File: config.mk
export PLATFORM = sky130hd
export DESIGN_NAME = aud_freq_pair
export DESIGN_NICKNAME = d
export VERILOG_FILES = /design/src/rtl/aud_freq_pair.sv
export SDC_FILE = /design/constraint.sdc
export NUM_CORES = 1
export LEC_CHECK = 0
export ABC_AREA = 1
export ABC_CLOCK_PERIOD_IN_PS = 6090
export CAP_MARGIN = 25
export CORE_MARGIN = 10
export CORE_UTILIZATION = 60
export CTS_CLUSTER_DIAMETER = 80
export DETAILED_ROUTE_END_ITERATION = 8
export DONT_BUFFER_PORTS = 1
export GPL_ROUTABILITY_DRIVEN = 1
export GPL_TIMING_DRIVEN = 1
export PLACE_DENSITY_LB_ADDON = 0.05
export SLEW_MARGIN = 5
export SYNTH_ARGS = -nofsm -noshare
export SYNTH_HDL_FRONTEND = slang
export SYNTH_SLANG_ARGS = --single-unit
File: constraint.sdc
create_clock -name clk -period 6.09 [get_ports clk]
set_input_delay 0.9135 -clock clk [delete_from_list [all_inputs] [get_ports clk]]
set_output_delay 0.9135 -clock clk [all_outputs]
set_load 0.02 [all_outputs]
File: src/rtl/aud_freq_pair.sv
// Paired audio frequency divider: two 8-bit channel dividers that can be joined
// into one 16-bit divider, producing the per-channel Timer pulses.
module aud_freq_pair #(
  parameter int FAST8_OFS  = 3,
  parameter int FAST16_OFS = 6
) (
  input  logic       clk,
  input  logic       rst,
  input  logic       enn,
  input  logic [7:0] D,
  input  logic       AUDF_LO,
  input  logic       AUDF_HI,
  input  logic       STIMER,
  input  logic       join16,
  input  logic       fastLo,
  input  logic       baseTick,
  output logic       TimerLo,
  output logic       TimerHi
);

  logic [7:0]  r_audf_lo, r_audf_hi;
  logic [8:0]  r_cnt_lo, r_cnt_hi;

  logic [7:0]  w_audf_lo, w_audf_hi;
  logic        w_ev_lo;
  logic [8:0]  w_rld_lo, w_rld_hi;
  logic [16:0] w_rld_j, w_cnt_j, w_nxt_j;
  logic        w_uf_lo, w_uf_hi, w_uf_j;

  // Write-through so a write coinciding with a reload loads the new value.
  assign w_audf_lo = AUDF_LO ? D : r_audf_lo;
  assign w_audf_hi = AUDF_HI ? D : r_audf_hi;

  assign w_ev_lo  = fastLo | baseTick;
  assign w_rld_lo = {1'b0, w_audf_lo} + (fastLo ? 9'(FAST8_OFS) : 9'd0);
  assign w_rld_hi = {1'b0, w_audf_hi};
  assign w_rld_j  = {1'b0, w_audf_hi, w_audf_lo} + (fastLo ? 17'(FAST16_OFS) : 17'd0);

  // Joined view: high counter supplies the upper 9 bits, low counter the LSB byte.
  assign w_cnt_j = {r_cnt_hi, r_cnt_lo[7:0]};
  assign w_nxt_j = (w_cnt_j == 17'd0) ? w_rld_j : w_cnt_j - 17'd1;

  assign w_uf_lo = w_ev_lo  && (r_cnt_lo == 9'd0);
  assign w_uf_hi = baseTick && (r_cnt_hi == 9'd0);
  assign w_uf_j  = w_ev_lo  && (w_cnt_j == 17'd0);

  always_ff @(posedge clk) begin
    if (rst) begin
      r_audf_lo <= 8'd0;
      r_audf_hi <= 8'd0;
      r_cnt_lo  <= 9'd0;
      r_cnt_hi  <= 9'd0;
      TimerLo   <= 1'b0;
      TimerHi   <= 1'b0;
    end else if (enn) begin
      if (AUDF_LO) r_audf_lo <= D;
      if (AUDF_HI) r_audf_hi <= D;

      if (STIMER) begin
        if (join16) begin
          r_cnt_hi <= w_rld_j[16:8];
          r_cnt_lo <= {1'b0, w_rld_j[7:0]};
        end else begin
          r_cnt_lo <= w_rld_lo;
          r_cnt_hi <= w_rld_hi;
        end
        TimerLo <= 1'b0;
        TimerHi <= 1'b0;
      end else if (join16) begin
        if (w_ev_lo) begin
          r_cnt_hi <= w_nxt_j[16:8];
          r_cnt_lo <= {1'b0, w_nxt_j[7:0]};
        end
        TimerLo <= 1'b0;
        TimerHi <= w_uf_j;
      end else begin
        if (w_ev_lo)
          r_cnt_lo <= (r_cnt_lo == 9'd0) ? w_rld_lo : r_cnt_lo - 9'd1;
        if (baseTick)
          r_cnt_hi <= (r_cnt_hi == 9'd0) ? w_rld_hi : r_cnt_hi - 9'd1;
        TimerLo <= w_uf_lo;
        TimerHi <= w_uf_hi;
      end
    end
  end

endmodule

# Word level (Yosys, flattened, before mapping)
# Cells that the tools add are included.
dict set report word_totals {
  reg_bits 36
  latch_bits 0
  ramBits 0
  romBits 0
  input_bits 17
  out_inout_bits 2
  wordCells 44
  mem_count 0
}
dict set report op_classes {
  n_addsub 5
  n_mul 0
  div_mod_pow 0
  n_lt_le_gt_ge 0
  eq_ne 1
  n_shift 0
  n_mux 21
  n_bitwise 1
  reduce_logical 10
}
# cell count
set op_table {}
lappend op_table {{two-way mux 9 bit} 12}
lappend op_table {{zero test 9 bit} 2}
lappend op_table {{subtractor 9 x 1 -> 9 bit, second input constant} 2}
lappend op_table {{adder 16 x 3 -> 17 bit} 1}
lappend op_table {{zero test 17 bit} 1}
lappend op_table {{two-way mux 17 bit} 1}
lappend op_table {{subtractor 17 x 1 -> 17 bit, second input constant} 1}
lappend op_table {{two-way mux 8 bit} 2}
lappend op_table {{adder 8 x 2 -> 9 bit} 1}
lappend op_table {{two-way mux 1 bit} 4}
lappend op_table {{logical AND 1 bit} 3}
lappend op_table {{two-way mux 3 bit} 1}
lappend op_table {{!= test 3 x 2 -> 1 bit, second input constant} 1}
lappend op_table {{AND reduction 3 bit} 1}
lappend op_table {{nonzero test 3 bit} 1}
lappend op_table {{two-way mux 2 bit} 1}
lappend op_table {{AND reduction 2 bit} 1}
lappend op_table {{nonzero test 2 bit} 1}
lappend op_table {{bitwise OR 1 bit} 1}

# Depth between registers and ports, before layout
# Gate-level depths: netlist (run 1).
dict set report logic_depth {
  ltp_word 6
  mapped_depth 15
  depth_no_buf 14
}

# Worst setup path after synthesis (run 1)
# OpenSTA, ideal clock, no wires.
dict set report synth_timing {
  path_kind {input -> register}
  from {in AUDF_LO}
  to {reg r_cnt_hi[7]}
  setup_ns 0.119
  t_arrival_ns 2.652
  required_ns 5.971
  slack_ns 3.318
  cell_stages 13
  path_buffers 1
  cell_sequence {buf_6 > o21ai_0 > ha_1 > inv_1 > fa_1 > inv_1 > nand3_2 > nor2_4 > nand3_1 > nor2_1 > nand3_1 > nand3_1 > a21oi_1}
}
dict set report synth_via {
  elab_chain_len 6
  word_cells_on_any_way 7
  cone_classes {add/sub: 1; mux: 6}
}
# item line
set synth_rtl {}
lappend synth_rtl {{start, declared} 11} ;# input logic AUDF_LO,
lappend synth_rtl {{two-way mux 8 bit *} n/a}
lappend synth_rtl {{via w_audf_lo[1]} 24} ;# logic [7:0] w_audf_lo, w_audf_hi;
lappend synth_rtl {{adder 16 x 3 -> 17 bit *} 37} ;# assign w_rld_j = {1'b0, w_audf_hi, w_audf_lo} + (fastLo ? 17'(FAST16_OFS) : 17'd0);
lappend synth_rtl {{two-way mux 17 bit} 41} ;# assign w_nxt_j = (w_cnt_j == 17'd0) ? w_rld_j : w_cnt_j - 17'd1;
lappend synth_rtl {{two-way mux 9 bit} 70} ;# if (w_ev_lo) begin
lappend synth_rtl {{two-way mux 9 bit} 69} ;# end else if (join16) begin
lappend synth_rtl {{two-way mux 9 bit *} 59} ;# if (STIMER) begin
lappend synth_rtl {{end signal, assigned} 61} ;# r_cnt_hi <= w_rld_j[16:8];
lappend synth_rtl {{end signal, assigned} 65} ;# r_cnt_hi <= w_rld_hi;
lappend synth_rtl {{end signal, assigned} 71} ;# r_cnt_hi <= w_nxt_j[16:8];
lappend synth_rtl {{end, declared} 22} ;# logic [8:0] r_cnt_lo, r_cnt_hi;
# The timed path passes the listed nets; every way through them passes the cells marked *. The select of a mux whose other input is x is not followed.
# A chain may end at the register's enable or synchronous reset.

# Worst setup path after layout (run 1)
dict set report layout_timing {
  from {in AUDF_LO}
  to {reg r_cnt_hi[5]}
}
dict set report layout_via {
  elab_chain_len 6
  word_cells_on_any_way 7
  cone_classes {add/sub: 1; mux: 6}
}
# item line
set layout_rtl {}
lappend layout_rtl {{two-way mux 8 bit *} n/a}
lappend layout_rtl {{adder 16 x 3 -> 17 bit *} 37}
lappend layout_rtl {{two-way mux 17 bit} 41}
lappend layout_rtl {{two-way mux 9 bit} 70}
lappend layout_rtl {{two-way mux 9 bit} 69}
lappend layout_rtl {{two-way mux 9 bit *} 59}
# Every way passes the cells marked *; elsewhere a longest branch is shown, timed or not. The select of a mux whose other input is x is not followed.

==> reports/metrics.yaml, run 1 <==
outcome: "completed"
gp_congestion: 0.944
whs_ns: 0.482
yosysTopAreaCell: "dfxtp_1"
cap_violations: 0
yosys_warnings: 0
cts_max_level: 2
period_minus_slack_ns: 2.67
worst_pin_slew_ns: 0.598
synth-seq-area-share_pct: 24.1
overflow: 0
critPathMaxStageDelay_ns: 0.38
ir_drop_v: 0.000161
multiInputGateArea_sq_um: 1860
post-dp-hpwl_microns: 6250
utilization_pct: 64.8
cts-buffers-inserted: 5
die_h_microns: 90.6
initial_core_util_pct: 62.5
cts.clk_slew.worst_paths_ns: 0.07
cts_tree: "yes"
register_area_sq_um: 721
cts_hold_buf: 0
cts_resized: 0
detail-route-antenna-nets: 0
synth_most_common_cell: "nand2_1"
worst-setup-path-type: "input pin to flip-flop"
critPathTopFamily: "simple AND/OR/NAND/NOR gates"
final_area_sq_um: 3100
cp_data_arrival_time_ns: 2.86
async_flop_share_pct: 0
syn_area_sq_um: 2990
tns_ns: 0
cp-start-kind: "input pin"
ios: 19
skew_ns: 0.00858
fin_nets: 513
antenna_found_initial: 0
cp_slowest_cell: "fa_1"
synth_edf_count: 0
wl_per_cell_microns: 14.5
setup_violations: 0
synth_commonest_cells: "nand2_1, inv_1, a21oi_1, o21ai_0, nor2_1"
crit_path_max_fanout: 15
clock-sinks: 36
max_freq_ghz: 0.374
syn2layout_area_growth_pct: 3.81
drc: 0
die_area_sq_um: 8200
grt_usage_pct: 19.6
die_w_microns: 90.6
placed_area_sq_um: 3010
holdCritPathClass: "flip-flop to flip-flop"
grt_pass1_vias: 2702
rsz0062_at_grt: "no"
cts_max_path_buffers: 2
synth_fp_nets: 518
required_ns: 6.28
fp.coreArea_sq_um: 4790
p_leak_uw: 0.00148
dr.first_iter.drc_count: 287
routed_wl_microns: 8040
hold_viol_final: 0
diodes: 0
root_buffer: "clkbuf_8"
worst_setup_path_end_kind: "flip-flop"
yosys-top-cells-area: "dfxtp_1, nand2_1, inv_1"
post_cts_buffers: 0
clkLatencyLatePin_ns: 0.30
synth-seq-cells: 36
drive_gt1_share_pct: 8.38
first_pass_iters: 5
grt_start_max_net_pins: 33
syn-instance-count: 494
cp_cell_sequence: "o21ai_0 -> ha_1 -> inv_1 -> fa_1 -> inv_1 -> nand3_2 -> nor2_4 -> nand3_1 -> nor2_1 -> nand3_1 -> nand2_1 -> a21oi_1"
fin_crit_sh_pct: 43.9
synth_top_flop_cell: "dfxtp_1"
grt_pass1_wl_microns: 13300
viasPerCell: 5.44
synth_cell_types: 33
n_fill_cell: 458
slew_viol_final: 0
port_buffers: 0
slew_headroom_pct: 60.1
p_per_area_nw_per_um2: 217
dpl.cell_count: 549
num_rows: 25
yosysTopAreaCellShare_pct: 24.1
final_cells: 556
critPathBufInv: 2
avgSynthCellArea_sq_um: 6.05
num_vias: 3024
## logic make-up after synthesis
| logic type | synth area share (%) |
|---|---|
| AOI/OAI and AO/OA | 22.6 |
| xor gates and xnor gates | 4.39 |
| adders and majority gates | 3.43 |
| buffers and inverters | 13.6 |
| DFF | 24.1 |
| and+or+nand+nor | 31.8 |
## power breakdown
group / internal [uW] / switching [uW]
Sequential: 254 / 14.8
Clock: 101 / 90.5
Combinational: 71.4 / 143
Total: 427 / 248
## tightest hold or removal path, stage by stage, from the launching register on
cell     delay, ns
dfxtp_1       0.31
o21ai_0       0.07
a21oi_1       0.06
## registers in the layout, summed over array words and instances (netlist names)
signal / flops
TimerHi: 1
TimerLo: 1
r_audf_hi: 8
r_audf_lo: 8
r_cnt_hi: 9
r_cnt_lo: 9
## area by class of cell
class | count | share of cell area, %
inverter | 91 | 11.0
sequential | 36 | 23.2
tap | 67 | 2.70
clock buffer | 7 | 3.10
multi-input combinational | 355 | 60.0
## metal layers
metal,up-vias,GRT usage [%],share of wire (%)
met4,0,4.91,1.2
met5,-,0,0
li1,1577,-,-
met1,1342,26.2,48
met3,7,6.32,8.8
met2,98,29.3,42
## path summary, 6_finish.rpt
check,startpoint,end,slack [ns],cells past startpoint
setup / recovery,AUDF_LO,r_cnt_hi[5],3.42,12
setup reg to reg,r_cnt_hi[0],r_cnt_hi[5],3.66,10
hold / removal,r_cnt_lo[8],r_cnt_lo[8],0.48,2
hold reg to reg,r_cnt_lo[8],r_cnt_lo[8],0.48,2
## cells in the final DEF, fill, tap and decap left out, types with 2 or more instances in the layout
| cell | count |
|---|---|
| fa_1 | 2 |
| a21oi_1 | 46 |
| nor2_1 | 43 |
| nor3_1 | 4 |
| nand4_1 | 4 |
| inv_2 | 6 |
| o21ai_0 | 45 |
| nand2_4 | 2 |
| nor2_2 | 3 |
| nand2_2 | 4 |
| xor2_1 | 10 |
| nor2_4 | 4 |
| ha_1 | 5 |
| inv_1 | 85 |
| nand3_1 | 41 |
| o21ai_1 | 9 |
| dfxtp_1 | 36 |
| o21ai_2 | 11 |
| o211ai_1 | 3 |
| xnor2_1 | 5 |
| a22oi_1 | 4 |
| nand3_2 | 3 |
| o21bai_1 | 2 |
| nand2_1 | 100 |
| clkbuf_8 | 7 |
## per-stage QoR
stage / setup slack (ns) / power [uW]
after global routing: 3.26 / 719
after detailed placement: 3.16 / 484
after floorplan: 3.32 / 447
after global placement: 3.29 / 482
final: 3.42 / 675
after CTS: 3.48 / 673
(Power assumes the default switching activity.)
==> run 2: changes to the inputs <==
--- a/config.mk
+++ b/config.mk
@@ -6,7 +6,7 @@
 export NUM_CORES = 1
 export LEC_CHECK = 0
 export ABC_AREA = 1
-export ABC_CLOCK_PERIOD_IN_PS = 6090
+export ABC_CLOCK_PERIOD_IN_PS = 2800
 export CAP_MARGIN = 25
 export CORE_MARGIN = 10
 export CORE_UTILIZATION = 60
==> constraint.sdc (replaced) <==
create_clock -name clk -period 2.8 [get_ports clk]
set_input_delay 0.42 -clock clk [delete_from_list [all_inputs] [get_ports clk]]
set_output_delay 0.42 -clock clk [all_outputs]
set_load 0.02 [all_outputs]
==> run 2 against run 1 <==
Hold slack got worse by 0.29 ns. Wire length increased by 1.8%. Sequential power increased by 120%. Largest power group unchanged. Combinational power increased by 120%. First-iteration DRC count decreased by 21%. Register-to-register slack got worse by 3.2 ns. Die area unchanged. Highest routed layer unchanged.
==> reports/metrics.yaml, run 2 (same netlist as run 1, synthesis figures left out) <==
holdCritPathClass: "input pin to flip-flop"
fin_crit_sh_pct: 83.7
routed_wl_microns: 8180  # +1.8%
crit_path_max_fanout: 6  # -9
slew_viol_final: 0  # unchanged
fin_ws_ns: 0.456  # -2.96 ns
post-place-ws_ns: 0.388  # -2.77 ns
drc: 0  # unchanged
worst_pin_slew_ns: 0.514  # -0.0838 ns
ir_drop_v: 0.000282  # +76%
gp_congestion: 0.955  # +1.1%
tns_ns: 0  # unchanged
fp.coreArea_sq_um: 4790  # unchanged
outcome: "completed"
clkLatencyLatePin_ns: 0.29  # about the same
antenna_found_initial: 0  # unchanged
cts_hold_buf: 0  # unchanged
diodes: 0  # unchanged
post-dp-hpwl_microns: 6400  # +2.5%
overflow: 0  # unchanged
setup_violations: 0  # unchanged
initial_core_util_pct: 62.5  # unchanged
grt_pass1_wl_microns: 13900  # +4.4%
cp-start-kind: "flip-flop"
skew_ns: 0.00353  # -0.00505 ns
cts.clk_slew.worst_paths_ns: 0.07  # about the same
num_vias: 3077  # +1.8%
grt_pass1_vias: 2871  # +6.3%
max_freq_ghz: 0.427
layout_commonest_cell: "nand2_1"
final_cell_mix: "nand2_1, inv_1, a21oi_1"
dr.first_iter.drc_count: 226  # -21%
hold_viol_final: 0  # unchanged
n_fill_cell: 465  # +1.5%
grt_usage_pct: 19.9  # +0.35 points
fin_nets: 517  # +0.78%
port_buffers: 0  # unchanged
slew_headroom_pct: 65.7  # +5.6 points
cap_violations: 0  # unchanged
p_leak_uw: 0.00150  # +1.4%
grt_start_max_net_pins: 33  # unchanged
cp_data_arrival_time_ns: 2.52  # -0.34 ns
cts_resized: 0  # unchanged
top_regs: "r_cnt_hi: 9 flops, r_cnt_lo: 9 flops"
ios: 19  # unchanged
clock-sinks: 36  # unchanged
cts_tree: "yes"
rsz0062_at_grt: "no"
worst-setup-path-type: "flip-flop to flip-flop"
drive_gt1_share_pct: 9.13  # +0.74 points
first_pass_iters: 5  # unchanged
die_w_microns: 90.6  # unchanged
syn2layout_area_growth_pct: 4.81
root_buffer: "clkbuf_8"
worst_setup_path_end_kind: "flip-flop"
detail-route-antenna-nets: 0  # unchanged
cts-buffers-inserted: 5  # unchanged
p_per_area_nw_per_um2: 469  # +120%
period_minus_slack_ns: 2.34
die_h_microns: 90.6  # unchanged
post_cts_buffers: 0  # unchanged
cts_max_level: 2  # unchanged
die_area_sq_um: 8200  # unchanged
required_ns: 2.98  # -3.30 ns
num_rows: 25  # unchanged
viasPerCell: 5.49  # +1.0%
cts_max_path_buffers: 2  # unchanged
wl_per_cell_microns: 14.6  # +1.1%
run 2: per-layer routing:
metal | track usage (%) | wire length, microns | vias up
met5 | 0 | 0 | -
met4 | 3.58 | 46 | 0
met3 | 4.90 | 710 | 7
met2 | 31.1 | 3580 | 121
met1 | 27.1 | 3840 | 1357
li1 | - | - | 1592
run 2: critical path, cell delays in order (launching register included):
cell and delay, ns:
dfxtp_1 0.31, inv_1 0.04, o21ai_0 0.30, ha_1 0.24, inv_1 0.06, fa_1 0.37
inv_1 0.09, nand3_2 0.12, nor2_4 0.20, nand3_1 0.12, nor2_1 0.15, nand3_1 0.09
nand2_1 0.08, a21oi_1 0.05
run 2: layout make-up:
| type | instances | area [sq um] | area share (%) |
|---|---|---|---|
| clock buffers | 7 | 96.3 | 3.08 |
| repair buffers | 4 | 30.0 | 0.958 |
| inverters | 91 | 342 | 10.9 |
| flip-flops and latches | 36 | 721 | 23.0 |
| multi-input cells | 355 | 1860 | 59.4 |
| well taps | 67 | 83.8 | 2.68 |
run 2: worst paths after layout:
kind                start          end  slack [ns]  cells after the start
min reg2reg   r_cnt_lo[8]  r_cnt_lo[8]        0.49                      2
max reg2reg  r_audf_lo[1]  r_cnt_hi[5]        0.46                     13
max          r_audf_lo[1]  r_cnt_hi[5]        0.46                     13
min                   rst      TimerLo        0.20                      1
run 2: stage by stage:
stage          hold WS (ns)  instance area (sq um)  power (uW)  util [%]  std cells
2_1_floorplan         0.450                   2990         972         -        494
3_3_place_gp          0.458                   3040        1050      63.5        553
3_5_place_dp          0.473                   3040        1060      63.5        553
4_1_cts               0.190                   3130        1470      65.5        560
5_1_grt               0.186                   3130        1560      65.5        560
6_report              0.195                   3130        1470      65.5        560
run 2: report_power, final:
group	total (uW)	internal, uW	leakage, uW	switching, uW
clock	407	219	0.0000503	188
combinational	476	161	0.00115	315
sequential	587	553	0.000298	33.5
